==> src/rtl/izh_mon_pkg.sv <==
// Shared types for the Izhikevich spike monitor: event record, detector states, defaults.
package izh_mon_pkg;

  localparam int ISI_W_DEF = 16;
  localparam logic signed [7:0] THRESH_DEFAULT = 8'sd19;

  // Event record at the default ISI width, for consumers downstream of the monitor.
  typedef struct packed {
    logic                 first;
    logic [ISI_W_DEF-1:0] isi;
  } mon_evt_t;

  typedef enum logic {
    ST_ARMED   = 1'b0,
    ST_REFRACT = 1'b1
  } det_state_e;

endpackage

==> src/rtl/izh_event_fifo.sv <==
// First-word-fall-through event queue; a push into a full queue is taken only alongside a pop.
// While empty the read port keeps showing the last popped entry.
module izh_event_fifo #(
  parameter int  DEPTH = 4,
  parameter type T     = logic [7:0]
) (
  input  logic clk_i,
  input  logic rst_ni,
  input  logic clr_i,
  input  logic push_i,
  input  T     push_dat_i,
  input  logic pop_i,
  output T     pop_dat_o,
  output logic full_o,
  output logic empty_o
);

  localparam int AW = (DEPTH > 1) ? $clog2(DEPTH) : 1;
  localparam logic [AW:0] FULL_CNT = DEPTH[AW:0];

  T             mem_q [DEPTH];
  logic [AW-1:0] rd_q, wr_q;
  logic [AW:0]   cnt_q;
  logic          do_pop, do_push;

  assign empty_o = (cnt_q == '0);
  assign full_o  = (cnt_q == FULL_CNT);
  assign do_pop  = pop_i && !empty_o;
  assign do_push = push_i && (!full_o || do_pop);
  // The slot behind the read pointer is never overwritten while empty.
  assign pop_dat_o = empty_o ? mem_q[rd_q - AW'(1)] : mem_q[rd_q];

  always_ff @(posedge clk_i or negedge rst_ni) begin
    if (!rst_ni) begin
      rd_q  <= '0;
      wr_q  <= '0;
      cnt_q <= '0;
      for (int i = 0; i < DEPTH; i++) mem_q[i] <= '0;
    end else if (clr_i) begin
      rd_q  <= '0;
      wr_q  <= '0;
      cnt_q <= '0;
      for (int i = 0; i < DEPTH; i++) mem_q[i] <= '0;
    end else begin
      if (do_push) begin
        mem_q[wr_q] <= push_dat_i;
        wr_q        <= wr_q + AW'(1);
      end
      if (do_pop) rd_q <= rd_q + AW'(1);
      if (do_push && !do_pop)      cnt_q <= cnt_q + 1'b1;
      else if (do_pop && !do_push) cnt_q <= cnt_q - 1'b1;
    end
  end

endmodule

==> src/rtl/izh_spike_monitor.sv <==
// Threshold spike detector with refractory hold-off, ISI event queue and windowed rate.
// Spike/event visible one cycle after the sample; events dropped (sticky overflow) when queue full.
module izh_spike_monitor
  import izh_mon_pkg::*;
#(
  parameter logic signed [7:0] THRESH     = THRESH_DEFAULT,
  parameter int                REFRACT    = 2,
  parameter int                ISI_W      = ISI_W_DEF,
  parameter int                FIFO_DEPTH = 4,
  parameter int                WINDOW_W   = 10
) (
  input  logic                    clk_i,
  input  logic                    rst_ni,
  input  logic                    clear_i,
  input  logic signed [7:0]       v_mem_i,
  input  logic                    v_valid_i,
  output logic                    spike_o,
  output logic                    evt_valid_o,
  input  logic                    evt_ready_i,
  output logic [ISI_W-1:0]        evt_isi_o,
  output logic                    evt_first_o,
  output logic [7:0]              rate_o,
  output logic                    rate_valid_o,
  output logic                    overflow_o
);

  localparam int RCNT_W = (REFRACT > 0) ? $clog2(REFRACT + 1) : 1;
  localparam logic [RCNT_W-1:0] RCNT_LOAD = RCNT_W'(REFRACT);
  localparam logic [ISI_W-1:0]  ISI_MAX   = '1;

  typedef struct packed {
    logic             first;
    logic [ISI_W-1:0] isi;
  } evt_t;

  det_state_e          state_q, state_d;
  logic [RCNT_W-1:0]   rcnt_q, rcnt_d;
  logic [ISI_W-1:0]    isi_cnt_q, isi_cnt_d, isi_inc;
  logic                first_q, first_d;
  logic [WINDOW_W-1:0] win_q, win_d;
  logic [7:0]          scnt_q, scnt_d, scnt_inc, rate_q, rate_d;
  logic                rate_valid_q, rate_valid_d;
  logic                spike_q, spike_d;
  logic                overflow_q, overflow_d;
  logic                above, spike_now, push, pop, fifo_full, fifo_empty;
  evt_t                push_evt, head_evt;

  assign above    = (v_mem_i >= THRESH);
  assign isi_inc  = (isi_cnt_q == ISI_MAX) ? ISI_MAX : isi_cnt_q + 1'b1;
  assign scnt_inc = (scnt_q == 8'hFF) ? 8'hFF : scnt_q + 8'd1;
  assign pop      = !fifo_empty && evt_ready_i;
  assign push     = spike_now && !clear_i;

  always_comb begin
    push_evt.first = first_q;
    push_evt.isi   = isi_inc;
  end

  always_comb begin
    state_d      = state_q;
    rcnt_d       = rcnt_q;
    isi_cnt_d    = isi_cnt_q;
    first_d      = first_q;
    win_d        = win_q;
    scnt_d       = scnt_q;
    rate_d       = rate_q;
    rate_valid_d = 1'b0;
    spike_now    = 1'b0;

    if (v_valid_i) begin
      if (state_q == ST_ARMED) begin
        if (above) begin
          spike_now = 1'b1;
          rcnt_d    = RCNT_LOAD;
          state_d   = ST_REFRACT;
        end
      end else if (rcnt_q != '0) begin
        rcnt_d = rcnt_q - RCNT_W'(1);
      end else if (!above) begin
        state_d = ST_ARMED;
      end

      isi_cnt_d = spike_now ? '0 : isi_inc;
      if (spike_now) first_d = 1'b0;

      win_d = win_q + WINDOW_W'(1);
      // The wrapping sample's own spike belongs to the window it closes.
      if (win_q == '1) begin
        rate_d       = spike_now ? scnt_inc : scnt_q;
        rate_valid_d = 1'b1;
        scnt_d       = '0;
      end else if (spike_now) begin
        scnt_d = scnt_inc;
      end
    end

    spike_d    = spike_now;
    overflow_d = overflow_q | (spike_now && fifo_full && !pop);

    if (clear_i) begin
      state_d      = ST_ARMED;
      rcnt_d       = '0;
      isi_cnt_d    = '0;
      first_d      = 1'b1;
      win_d        = '0;
      scnt_d       = '0;
      rate_d       = '0;
      rate_valid_d = 1'b0;
      spike_d      = 1'b0;
      overflow_d   = 1'b0;
    end
  end

  always_ff @(posedge clk_i or negedge rst_ni) begin
    if (!rst_ni) begin
      state_q      <= ST_ARMED;
      rcnt_q       <= '0;
      isi_cnt_q    <= '0;
      first_q      <= 1'b1;
      win_q        <= '0;
      scnt_q       <= '0;
      rate_q       <= '0;
      rate_valid_q <= 1'b0;
      spike_q      <= 1'b0;
      overflow_q   <= 1'b0;
    end else begin
      state_q      <= state_d;
      rcnt_q       <= rcnt_d;
      isi_cnt_q    <= isi_cnt_d;
      first_q      <= first_d;
      win_q        <= win_d;
      scnt_q       <= scnt_d;
      rate_q       <= rate_d;
      rate_valid_q <= rate_valid_d;
      spike_q      <= spike_d;
      overflow_q   <= overflow_d;
    end
  end

  izh_event_fifo #(
    .DEPTH (FIFO_DEPTH),
    .T     (evt_t)
  ) u_fifo (
    .clk_i      (clk_i),
    .rst_ni     (rst_ni),
    .clr_i      (clear_i),
    .push_i     (push),
    .push_dat_i (push_evt),
    .pop_i      (pop),
    .pop_dat_o  (head_evt),
    .full_o     (fifo_full),
    .empty_o    (fifo_empty)
  );

  assign spike_o      = spike_q;
  assign evt_valid_o  = !fifo_empty;
  assign evt_isi_o    = head_evt.isi;
  assign evt_first_o  = head_evt.first;
  assign rate_o       = rate_q;
  assign rate_valid_o = rate_valid_q;
  assign overflow_o   = overflow_q;

endmodule

==> config.mk <==
export PLATFORM = sky130hd
export DESIGN_NAME = izh_spike_monitor
export DESIGN_NICKNAME = d
export VERILOG_FILES = /design/src/rtl/izh_mon_pkg.sv /design/src/rtl/izh_event_fifo.sv /design/src/rtl/izh_spike_monitor.sv
export SDC_FILE = /design/constraint.sdc
export NUM_CORES = 1
export LEC_CHECK = 0
export CORE_MARGIN = 3
export CORE_UTILIZATION = 50
export DETAILED_ROUTE_END_ITERATION = 12
export GPL_TIMING_DRIVEN = 1
export PLACE_DENSITY = 0.69
export SETUP_SLACK_MARGIN = 0.02
export SYNTH_ARGS = -nofsm -noshare
export SYNTH_HDL_FRONTEND = slang
export SYNTH_SLANG_ARGS = --single-unit
==> constraint.sdc <==
create_clock -name clk_i -period 2.9 [get_ports clk_i]
set_input_delay 0.58 -clock clk_i [delete_from_list [all_inputs] [get_ports clk_i]]
set_output_delay 0.58 -clock clk_i [all_outputs]
set_load 0.005 [all_outputs]
==> metrics.yaml <==
routing:
  firstDrtPassIters: 5
  drt-initial-drc-count: 538
  drcViolationCount: 0
  ant_nets: 0
  vias_per_cell: 6.272
  vias: 6002
  wl_per_cell_um: 18.28
  routed_wl_mm: 17.50
die:
  dieHeight_um: 123.6
  die_w_um: 123.6
  initial_core_util_pct: 51.59
  die-area_sq_mm: 0.01527
  core_sq_mm: 0.01340
  io_pins: 42
  num_rows: 42
global_routing:
  grt-ovfl-total: 0
  antenna_found_initial: 0
  grt_usage_pct: 23.99
  grt_pass1_wl_mm: 28.89
  grt_start_max_net_pins: 82
  grt_pass1_vias: 5794
pwr:
  power_density_mw_per_mm2: 771.8
  pwr-share-clk_pct: 34.2
  peakVddDrop_mv: 0.3404
  p_leak_uw: 0.003785
  power_frac_comb_pct: 37.2
  pwr-share-seq_pct: 28.7
  swShare_pct: 31.78
  p_int_uw: 4363
  total_switching_power_uw: 2033
synthesis:
  synthArstFlopShare_pct: 100.0
  synth-edff-count: 0
  ys_seq_area_share_pct: 44.90
  avgSynthCellArea_sq_um: 9.483
  netlist_area_sq_mm: 0.006913
  synth_top_area_share_pct: 44.52
  synth-seq-cells: 124
  yosys_warnings: 0
  synthCells: 729
  yosysTopAreaCell: "dfrtp_1"
  syn-num-nets: 751
  ys_types: 65
  yosysMostFrequentCell: "dfrtp_1"
  yosys_most_used_dff: "dfrtp_1"
  yosys-top-cells-count: "dfrtp_1 (123), o21ai_0 (71), nand2_1 (63)"
  ys_top_cells_by_area: "dfrtp_1 (45%), nand3b_1 (5.6%), o21ai_0 (5.1%), o221ai_1 (4.1%), nand2_1 (3.4%)"
setup_path:
  crit_type: "reg -> out"
  critical_path_arrival_ns: 2.43
  worst_setup_path_end_kind: "output pin"
  critPathMaxFanout: 17
  critPathRequiredTime_ns: 2.32
  slowest_delay_ns: 0.52
  startpoint_type: "register"
  crit_chain: "nor3_4, buf_4, bufbuf_16, o221ai_1, a22oi_1, clkdlybuf4s50_1"
  cpMaxStageDelayCell: "clkdlybuf4s50_1"
clock_tree:
  cts_buffers: 17
  cts_tree: "yes"
  root_buffer: "clkbuf_16"
  insertion_delay_ns: 0.42
  cts_sinks: 124
  postCtsHoldBufs: 0
  ctsHtreeMaxLevel: 4
  path_clk_slew_ns: 0.05
  clockBufferDepth: 2
timing:
  clock.fmax_mhz: 332.8
  tns_ns: -0.3030
  worst_pin_slew_ns: 1.031
  finalHoldWorstSlack_ns: 0.2262
  skew_ns: 0.007850
  timing.final.ws_setup_ns: -0.1051
  slew-limit-headroom_pct: 31.04
  finalCritPeriodShare_pct: 103.6
  setup_viol: 3
  period_needed_ns: 3.005
  rsz0062_at_grt: "true"
  drv_slew: 0
  hold_viol: 0
placed_design:
  routabilityCongestion: 0.8235
  place.port_buffers: 41
  placed_cells: 920
  dpl.hpwl_mm: 11.49
outcome:
  violations: "negative setup slack"
  outcome: "finished with violations"
final_layout:
  n_antenna_cell: 0
  drive_gt1_share_pct: 13.57
  area_delta_synth_final_pct: 19.89
  fin_nets: 790
  layout.cells.non_filler: 957
run:
  drv_cap: 0
worst_hold_path:
  hold_path.class: "in -> async"
routing by layer:
layer,GRT usage (%),part of all wire (%)
met3,4.632,5.3
met1,32.99,45
met2,37.85,48
met4,8.927,1.4
met5,0,0
path summary, 6_finish.rpt:
path	cells past startpoint	from	endpoint	slack, ns
min	1	rst_ni	overflow_o	0.23
max reg2reg	9	u_fifo.cnt_q[1]	u_fifo.cnt_q[2]	0.47
max	6	u_fifo.cnt_q[1]	evt_isi_o[14]	-0.11
min in group clk_i	1	rate_o[4]	rate_o[4]	0.49
max in group asynchronous	2	rst_ni	isi_cnt_q[4]	1.93
min reg2reg	1	rate_o[4]	rate_o[4]	0.49
placed cells by master, fill, tap and decap left out, types with 13 or more instances in the layout:
cell / netlist / layout
mux2_2: 20 / 20
or3_1: 21 / 21
a21oi_1: 19 / 19
a22oi_1: 17 / 17
and3_1: 13 / 13
nand3_1: 19 / 19
nand3b_1: 52 / 52
nor2_1: 39 / 39
clkdlybuf4s50_1: 0 / 25
nand2_1: 63 / 63
o221ai_1: 32 / 32
buf_4: 2 / 31
o31ai_1: 18 / 18
inv_1: 17 / 16
nand2b_1: 14 / 14
clkbuf_16: 0 / 17
dfrtp_1: 123 / 121
o21ai_0: 71 / 71
power groups by stage:
stage	Sequential, uW	Combinational, uW	Clock [uW]
2_1_floorplan	1830	1280	0
3_3_place_gp	1860	2130	0
3_5_place_dp	1870	2190	0
4_1_cts	1830	2400	2210
5_1_grt	1840	2590	2300
6_report	1830	2380	2190
cell families after synthesis:
group | synth area share (%)
compound gates | 20.98
mux | 4.579
buf+inv | 4.923
xor+xnor | 1.394
fa+ha+maj | 1.738
flops | 44.91
simple gates | 21.48
worst max-delay path, delay by kind of cell, from the launching register on:
| family | cells | cell delay, ns |
|---|---|---|
| flip-flops | 1 | 0.42 |
| buffers and inverters | 3 | 1.00 |
| AO/OA/AOI/OAI | 2 | 0.29 |
| AND/OR/NAND/NOR | 1 | 0.30 |
timing repair:
| action | CTS | global route |
|---|---|---|
| setup endpoints to repair | 17 | 18 |
| gates resized for setup | 12 | 14 |
| setup buffers | 4 | 0 |
| pin swaps | 3 | 7 |
| cloned | 1 | 0 |
registers in the layout, summed over array words and instances (netlist names), 2 cells and up:
signal / cells
isi_cnt_q: 16
rate_o: 8
rcnt_q: 2
scnt_q: 8
u_fifo.cnt_q: 3
u_fifo.mem_q: 68
u_fifo.rd_q: 2
u_fifo.wr_q: 2
win_q: 10
through the flow:
step | cell area, sq um | worst slack [ns] | util, % | power, uW
after floorplan | 6913 | 0.02647 | - | 3106
after global placement | 7555 | -0.1367 | 56.38 | 3989
after detailed placement | 7555 | -0.3104 | 56.38 | 4061
after CTS | 8249 | -0.1373 | 61.56 | 6447
after global routing | 8288 | -0.2198 | 61.85 | 6726
final | 8288 | -0.1051 | 61.85 | 6396
cell type report:
cell class / instances / area, sq um
Fill cell: 1095 / 5112
Multi-Input combinational cell: 528 / 3481
Sequential cell: 124 / 3107
Timing Repair Buffer: 79 / 799.5
Clock buffer: 21 / 470.5
Tap cell: 176 / 220.2
Clock inverter: 11 / 141.4
Inverter: 18 / 68.82
Power figures use the tool's default switching activity.
==> RTL change 1 (config.mk and constraints unchanged) <==
Register the output `overflow_o` once more, with the module's reset; this adds one clock of latency there. The other outputs are not delayed to match.
--- a/src/rtl/izh_spike_monitor.sv
+++ b/src/rtl/izh_spike_monitor.sv
@@ -158,7 +158,13 @@
   assign evt_first_o  = head_evt.first;
   assign rate_o       = rate_q;
   assign rate_valid_o = rate_valid_q;
-  assign overflow_o   = overflow_q;
+  always_ff @(posedge clk_i or negedge rst_ni) begin
+    if (!rst_ni) begin
+      overflow_o <= '0;
+    end else begin
+      overflow_o <= overflow_q;
+    end
+  end
 
 endmodule
 
Formal check against the unedited RTL: same outputs for any inputs over 4 cycles, from zero or initial values and one cycle with rst_ni low; that may be too few to reach the edited logic, so the function may still have changed.
==> RTL change 1 against the unedited design <==
  * Critical path depth is 1 higher
  * Sequential cell count rose by 1
  * Setup slack better by 220 ps
  * Global-route usage is 0.40 points higher
  * Cell area rose by 1.3%
  * Routed wire length up 3.3%
  * Largest cell class unchanged
  * Synthesized cell count up 0.14%
  * Synthesized area up 0.36%
  * Register-to-register slack gained 60 ps
  * Power is 4.7% higher
==> RTL change 1: results (changes against the unedited design) <==
- The run finished with clean final reports.
- The first-pass GRT wire length is 29.4 mm (+1.7%).
- The largest registers in the layout are u_fifo.mem_q x68, isi_cnt_q x16, win_q x10.
- The register-to-register setup slack was 530 ps (+60 ps).
- The quantity of hold-fixing buffers added after cts is 0 (unchanged).
- The root buffer cell is clkbuf_16.
- The global routing usage on met2 is 39.6% (+1.8 points).
- The post-place instance area is 7580 µm² (+0.40%).
- The worst register-to-register path ends at u_fifo.cnt_q[2]$_DFFE_PN0P_.
- The most used flip-flop cell after synthesis is dfrtp_1.
- The met3 layer usage reported by global route is 4.45% (-0.18 points).
- The worst clock skew on the final layout is 7.27 ps (-0.580 ps).
- The largest fanout on the critical path is 19 (+2).
- The maximum vdd ir drop came to 414 µV (+22%).
- The share of synthesized area occupied by flip-flops and latches is 45.1% (+0.20 points).
- The fraction of final layout cells sized beyond drive strength 1 is 15.9% (+2.4 points).
- The first-iteration detailed-routing DRC count is 805 (+50%).
- The length in cells of the worst reg-to-reg path is 9 (unchanged).
- The last weighted congestion value of the routability-driven placer was 0.849 (+3.1%).
- The worst path arrival time is 2200 ps (-230 ps).
- Sorting the synthesized cells by how often they occur yields dfrtp_1, o21ai_0, nand2_1.
- The number of nets produced by synthesis is 752 (+0.13%).
- By area the synthesized netlist is led by dfrtp_1, nand3b_1, o21ai_0.
- The smallest hold slack was 202 ps (-24.1 ps).
- The number of global-route vias before repair is 5,891 (+1.7%).
- The largest net degree at the start of global routing is 88 (+7.3%).
- The accumulated negative setup slack was 0 ps (+303 ps).
- The sum of routed wire length over all layers is 18.1 mm (+3.3%).
- The share of synthesized flip-flops with an asynchronous set or reset is 100% (unchanged).
- The mean number of vias per cell is 6.28 (+0.12%).
- The met1 routing resource usage after global routing is 32.9% (-0.096 points).
- The worst-case headroom to the max-slew limit is 27.9% (-3.1 points).
- The number of antenna violations at the first check in global routing is 0 (unchanged).
- The number of iterations in the first detailed-routing pass was 7 (+2).
- The leakage component of the power is 0.00373 µW (-1.6%).
- The HPWL after detailed placement is 11.5 mm (about the same).
- The net total in the final layout is 801 (+1.4%).
- The overall track demand over capacity in global routing is 24.4% (+0.40 points).
[RTL change 1: cell types whose count changed after synthesis, sizes merged]
| cell | unedited run | this run |
|---|---|---|
| dfrtp | 123 | 124 |
[RTL change 1: report_power, final]
group,total (µW),internal (µW),switching (µW)
Combinational,2670,1340,1330
Clock,2190,1450,738
Sequential,1830,1790,45.9
[RTL change 1: metrics by stage]
stage	utilization (%)	setup slack, ps	std cells
6_report	62.6	116	966
5_1_grt	62.6	-7.71	966
4_1_cts	62.1	31.6	959
3_5_place_dp	56.6	-246	920
3_3_place_gp	56.6	-136	920
2_1_floorplan	-	26.5	730
[RTL change 1: worst max-delay path by stage]
| stage | slack [ps] | to | depth (start not counted) |
|---|---|---|---|
| 2_1_floorplan | 30 | u_fifo.cnt_q[2]$_DFFE_PN0P_ | 10 |
| 4_1_cts | 30 | evt_isi_o[4] | 7 |
| 3_5_place_dp | -250 | u_fifo.cnt_q[2]$_DFFE_PN0P_ | 9 |
| 3_3_place_gp | -140 | u_fifo.cnt_q[2]$_DFFE_PN0P_ | 9 |
| 6_report | 120 | evt_isi_o[9] | 7 |
| 5_1_grt | -8 | evt_isi_o[7] | 8 |
[RTL change 1: worst max-delay path: stages (launching register included)]
cell	delay [ps]
dfrtp_2	420
nor3_4	290
inv_2	130
buf_12	170
or3_1	300
o31ai_1	80
a22oi_1	130
dlygate4sd2_1	280
[RTL change 1: routing by layer]
metal,vias to the layer above,routed length (µm)
li1,2812,-
met1,3017,8050
met2,210,8850
met3,27,897
met4,0,287
met5,-,0
[RTL change 1: cell type report]
| class | instances | area, µm² |
|---|---|---|
| fillers | 1108 | 5010 |
| well taps | 176 | 220 |
| repair buffers | 89 | 851 |
| multi-input cells | 528 | 3510 |
| clock inverters | 6 | 108 |
| clock buffers | 24 | 502 |
| inverters | 18 | 67.6 |
| flip-flops and latches | 125 | 3130 |
[RTL change 1: cell families after synthesis]
group / Yosys count / synth area share (%)
compound gates: 214 / 20.9
buf+inv: 77 / 4.91
xor+xnor: 11 / 1.39
simple gates: 265 / 21.4
fa+ha+maj: 9 / 1.73
flops: 125 / 45.1
mux: 29 / 4.56
[RTL change 1: repair_timing]
action / in CTS / in global routing
endpoints found under the hold margin: 0 / 0
resized for setup: 30 / 28
pin swaps: 5 / 9
setup buffers: 8 / 6
endpoints found under the setup margin: 17 / 17
gates cloned: 1 / 1
==> RTL change 2 (same settings) <==
Without the edit above. `THRESH_DEFAULT`: 8'sd19 -> 8'sd14.
--- a/src/rtl/izh_mon_pkg.sv
+++ b/src/rtl/izh_mon_pkg.sv
@@ -2,7 +2,7 @@
 package izh_mon_pkg;
 
   localparam int ISI_W_DEF = 16;
-  localparam logic signed [7:0] THRESH_DEFAULT = 8'sd19;
+  localparam logic signed [7:0] THRESH_DEFAULT = 8'sd14;
 
   // Event record at the default ISI width, for consumers downstream of the monitor.
   typedef struct packed {
Check against the original RTL: not equivalent (a bounded check fails within 4 cycles, from zero or initial values and one cycle with rst_ni low).
==> RTL change 2 against the unedited design <==
  * The run still ends with negative setup slack left
  * Synthesized cell count down 3.2%
  * Routed wire length down 1.3%
  * Cell area down 3.5%
  * Clock power down 11%
  * Synthesized area down 3.9%
  * Largest power group unchanged
  * Cell count down 1.8%
  * Power up 2.3%
  * Clock skew about the same
  * Count of clock-buffer cells in the layout up 2
  * Sequential cell count unchanged
  * Via count down 3.3%
  * Setup slack better by 22 ps
==> RTL change 2: results (changes against the unedited design) <==
- The accumulated negative setup slack is -83.4 ps (+220 ps).
- The post-route worst setup slack is -83.4 ps (+21.8 ps).
- The number of iterations in the first detailed-routing pass is 5 (unchanged).
- The met3 layer wire length in the routed design came to 832 µm (-10%).
- The critical path ends at evt_isi_o[6].
- The detailed-routing wirelength on met1 came to 7.75 mm (-1.2%).
- The overall track demand over capacity in global routing was 24.4% (+0.44 points).
- The number of nets produced by synthesis was 728 (-3.1%).
- The HPWL after detailed placement is 11.2 mm (-2.6%).
- The global routing usage on met2 was 40.1% (+2.2 points).
- The final count of negative-setup-slack endpoints is 1 (-2).
- The length in cells of the worst reg-to-reg path is 8 (-1).
- The first-iteration detailed-routing DRC count is 546 (+1.5%).
- On the worst path, the slowest cell contributes a delay of around 530 ps.
- The largest fanout on the critical path came to 9 (-8).
- The sum of routed wire length over all layers is 17.3 mm (-1.3%).
- The number of input and output port buffers inserted is 40 (-2.4%).
- The smallest hold slack is 217 ps (-9.04 ps).
- After synthesis, the cell types taking the most area are dfrtp_1, o21ai_0, nand3_1.
- The largest net degree at the start of global routing was 58 (-29%).
- The share of synthesized area occupied by flip-flops and latches is 46.7% (+1.8 points).
- The register with the most flip-flops is u_fifo.mem_q.
- The fraction of final layout cells sized beyond drive strength 1 is 16.3% (+2.7 points).
- The worst setup path is of the flip-flop to output pin kind.
- The maximum vdd ir drop is 492 µV (+45%).
- The met3 layer usage reported by global route is 5.64% (+1.0 points).
- The number of H-tree branching levels is 4 (unchanged).
- The largest registers in the layout are u_fifo.mem_q x68, isi_cnt_q x16, win_q x10.
- The cell sitting at the root of the clock tree is a clkbuf_16.
- The clock-pin transition on the worst setup and hold timing paths is 50 ps (about the same).
- The leakage component of the power is 0.00352 µW (-7.0%).
- The first-pass GRT wire length is 28.5 mm (-1.4%).
- Sorting the synthesized cells by how often they occur yields dfrtp_1, o21ai_0, nand3_1.
- The TritonCTS buffer count is 17 (unchanged).
- The slew at the pin closest to its max-slew limit is 731 ps (-299 ps).
- The clock tree buffer depth was 2 (unchanged).
- The net total in the final layout is 778 (-1.5%).
- The last weighted congestion value of the routability-driven placer was 0.831 (+0.85%).
- The number of global-route vias before repair came to 5,572 (-3.8%).
- The via count is 5,802 (-3.3%).
- The count of unique library cells instantiated by Yosys is 54 (-17%).
- The register-to-register setup slack is 530 ps (+60 ps).
- The number of antenna violations at the first check in global routing is 0 (unchanged).
- The count of warnings emitted by yosys is 0 (unchanged).
- The worst clock skew on the final layout is 8.22 ps (+0.365 ps).
- The startpoint identified for the worst register-to-register timing path is u_fifo.cnt_q[0]$_DFFE_PN0P_.
- The run finished, with violations left.
- The met1 routing resource usage after global routing was 32.7% (-0.26 points).
- The later pin in the worst-skew pair is clocked with a latency of 410 ps.
- The share of synthesized flip-flops with an asynchronous set or reset is 100% (unchanged).
- The endpoint of the most critical register-to-register path is u_fifo.cnt_q[2]$_DFFE_PN0P_.
- The pre-CTS worst setup slack was 164 ps (+475 ps).
- The topmost layer with routed signal wires is met4.
- The routed wire length on met2 is 8.46 mm (-0.15%).
- The checks that failed: negative setup slack.
## RTL change 2: changes by cell type after synthesis, sizes merged, moves of 10 or more
cell / before / now
nand3: 20 / 72
nand3b: 52 / 1
o21ai: 74 / 96
nand2: 63 / 46
a21oi: 19 / 34
nand2b: 14 / 4
## RTL change 2: final cells by class
cell class | count | area (µm²)
well taps | 172 | 215
clock buffers | 23 | 478
clock inverters | 8 | 67.6
repair buffers | 85 | 801
fillers | 1081 | 4830
flip-flops and latches | 124 | 3110
inverters | 16 | 60.1
multi-input cells | 512 | 3270
## RTL change 2: where the power goes
group | total [µW] | switching, µW | internal [µW]
Combinational | 2750 | 1480 | 1270
Sequential | 1830 | 49.2 | 1780
Clock | 1960 | 733 | 1230
## RTL change 2: worst max-delay path: cells and delay by family, from the launching register on
kind                   cells  cell delay, ps
buffers and inverters      3             810
DFF                        1             400
and+or+nand+nor            2             460
AOI/OAI and AO/OA          2             310
## RTL change 2: cell families after synthesis
kind of cell | share of synthesized area [%]
fa+ha+maj | 1.81
mux | 6.44
xor+xnor | 1.71
compound gates | 21.4
flops | 46.7
simple gates | 17.7
buf+inv | 4.16
## RTL change 2: metrics by stage
step / utilization [%] / total power, µW / cell area (µm²) / instances
after detailed placement: 57.7 / 4530 / 7400 / 902
after floorplan: - / 3350 / 6640 / 706
final: 62.4 / 6540 / 8000 / 940
after global placement: 57.7 / 4410 / 7400 / 902
after CTS: 62.2 / 6470 / 7970 / 936
after global routing: 62.4 / 6890 / 8000 / 940
## RTL change 2: timing repair
action,4_1_cts,5_1_grt
setup buffers,2,4
endpoints found under the hold margin,0,0
pin swaps,4,8
gates resized for setup,23,13
setup endpoints to repair,17,11
hold buffers,0,0
gates cloned,1,0
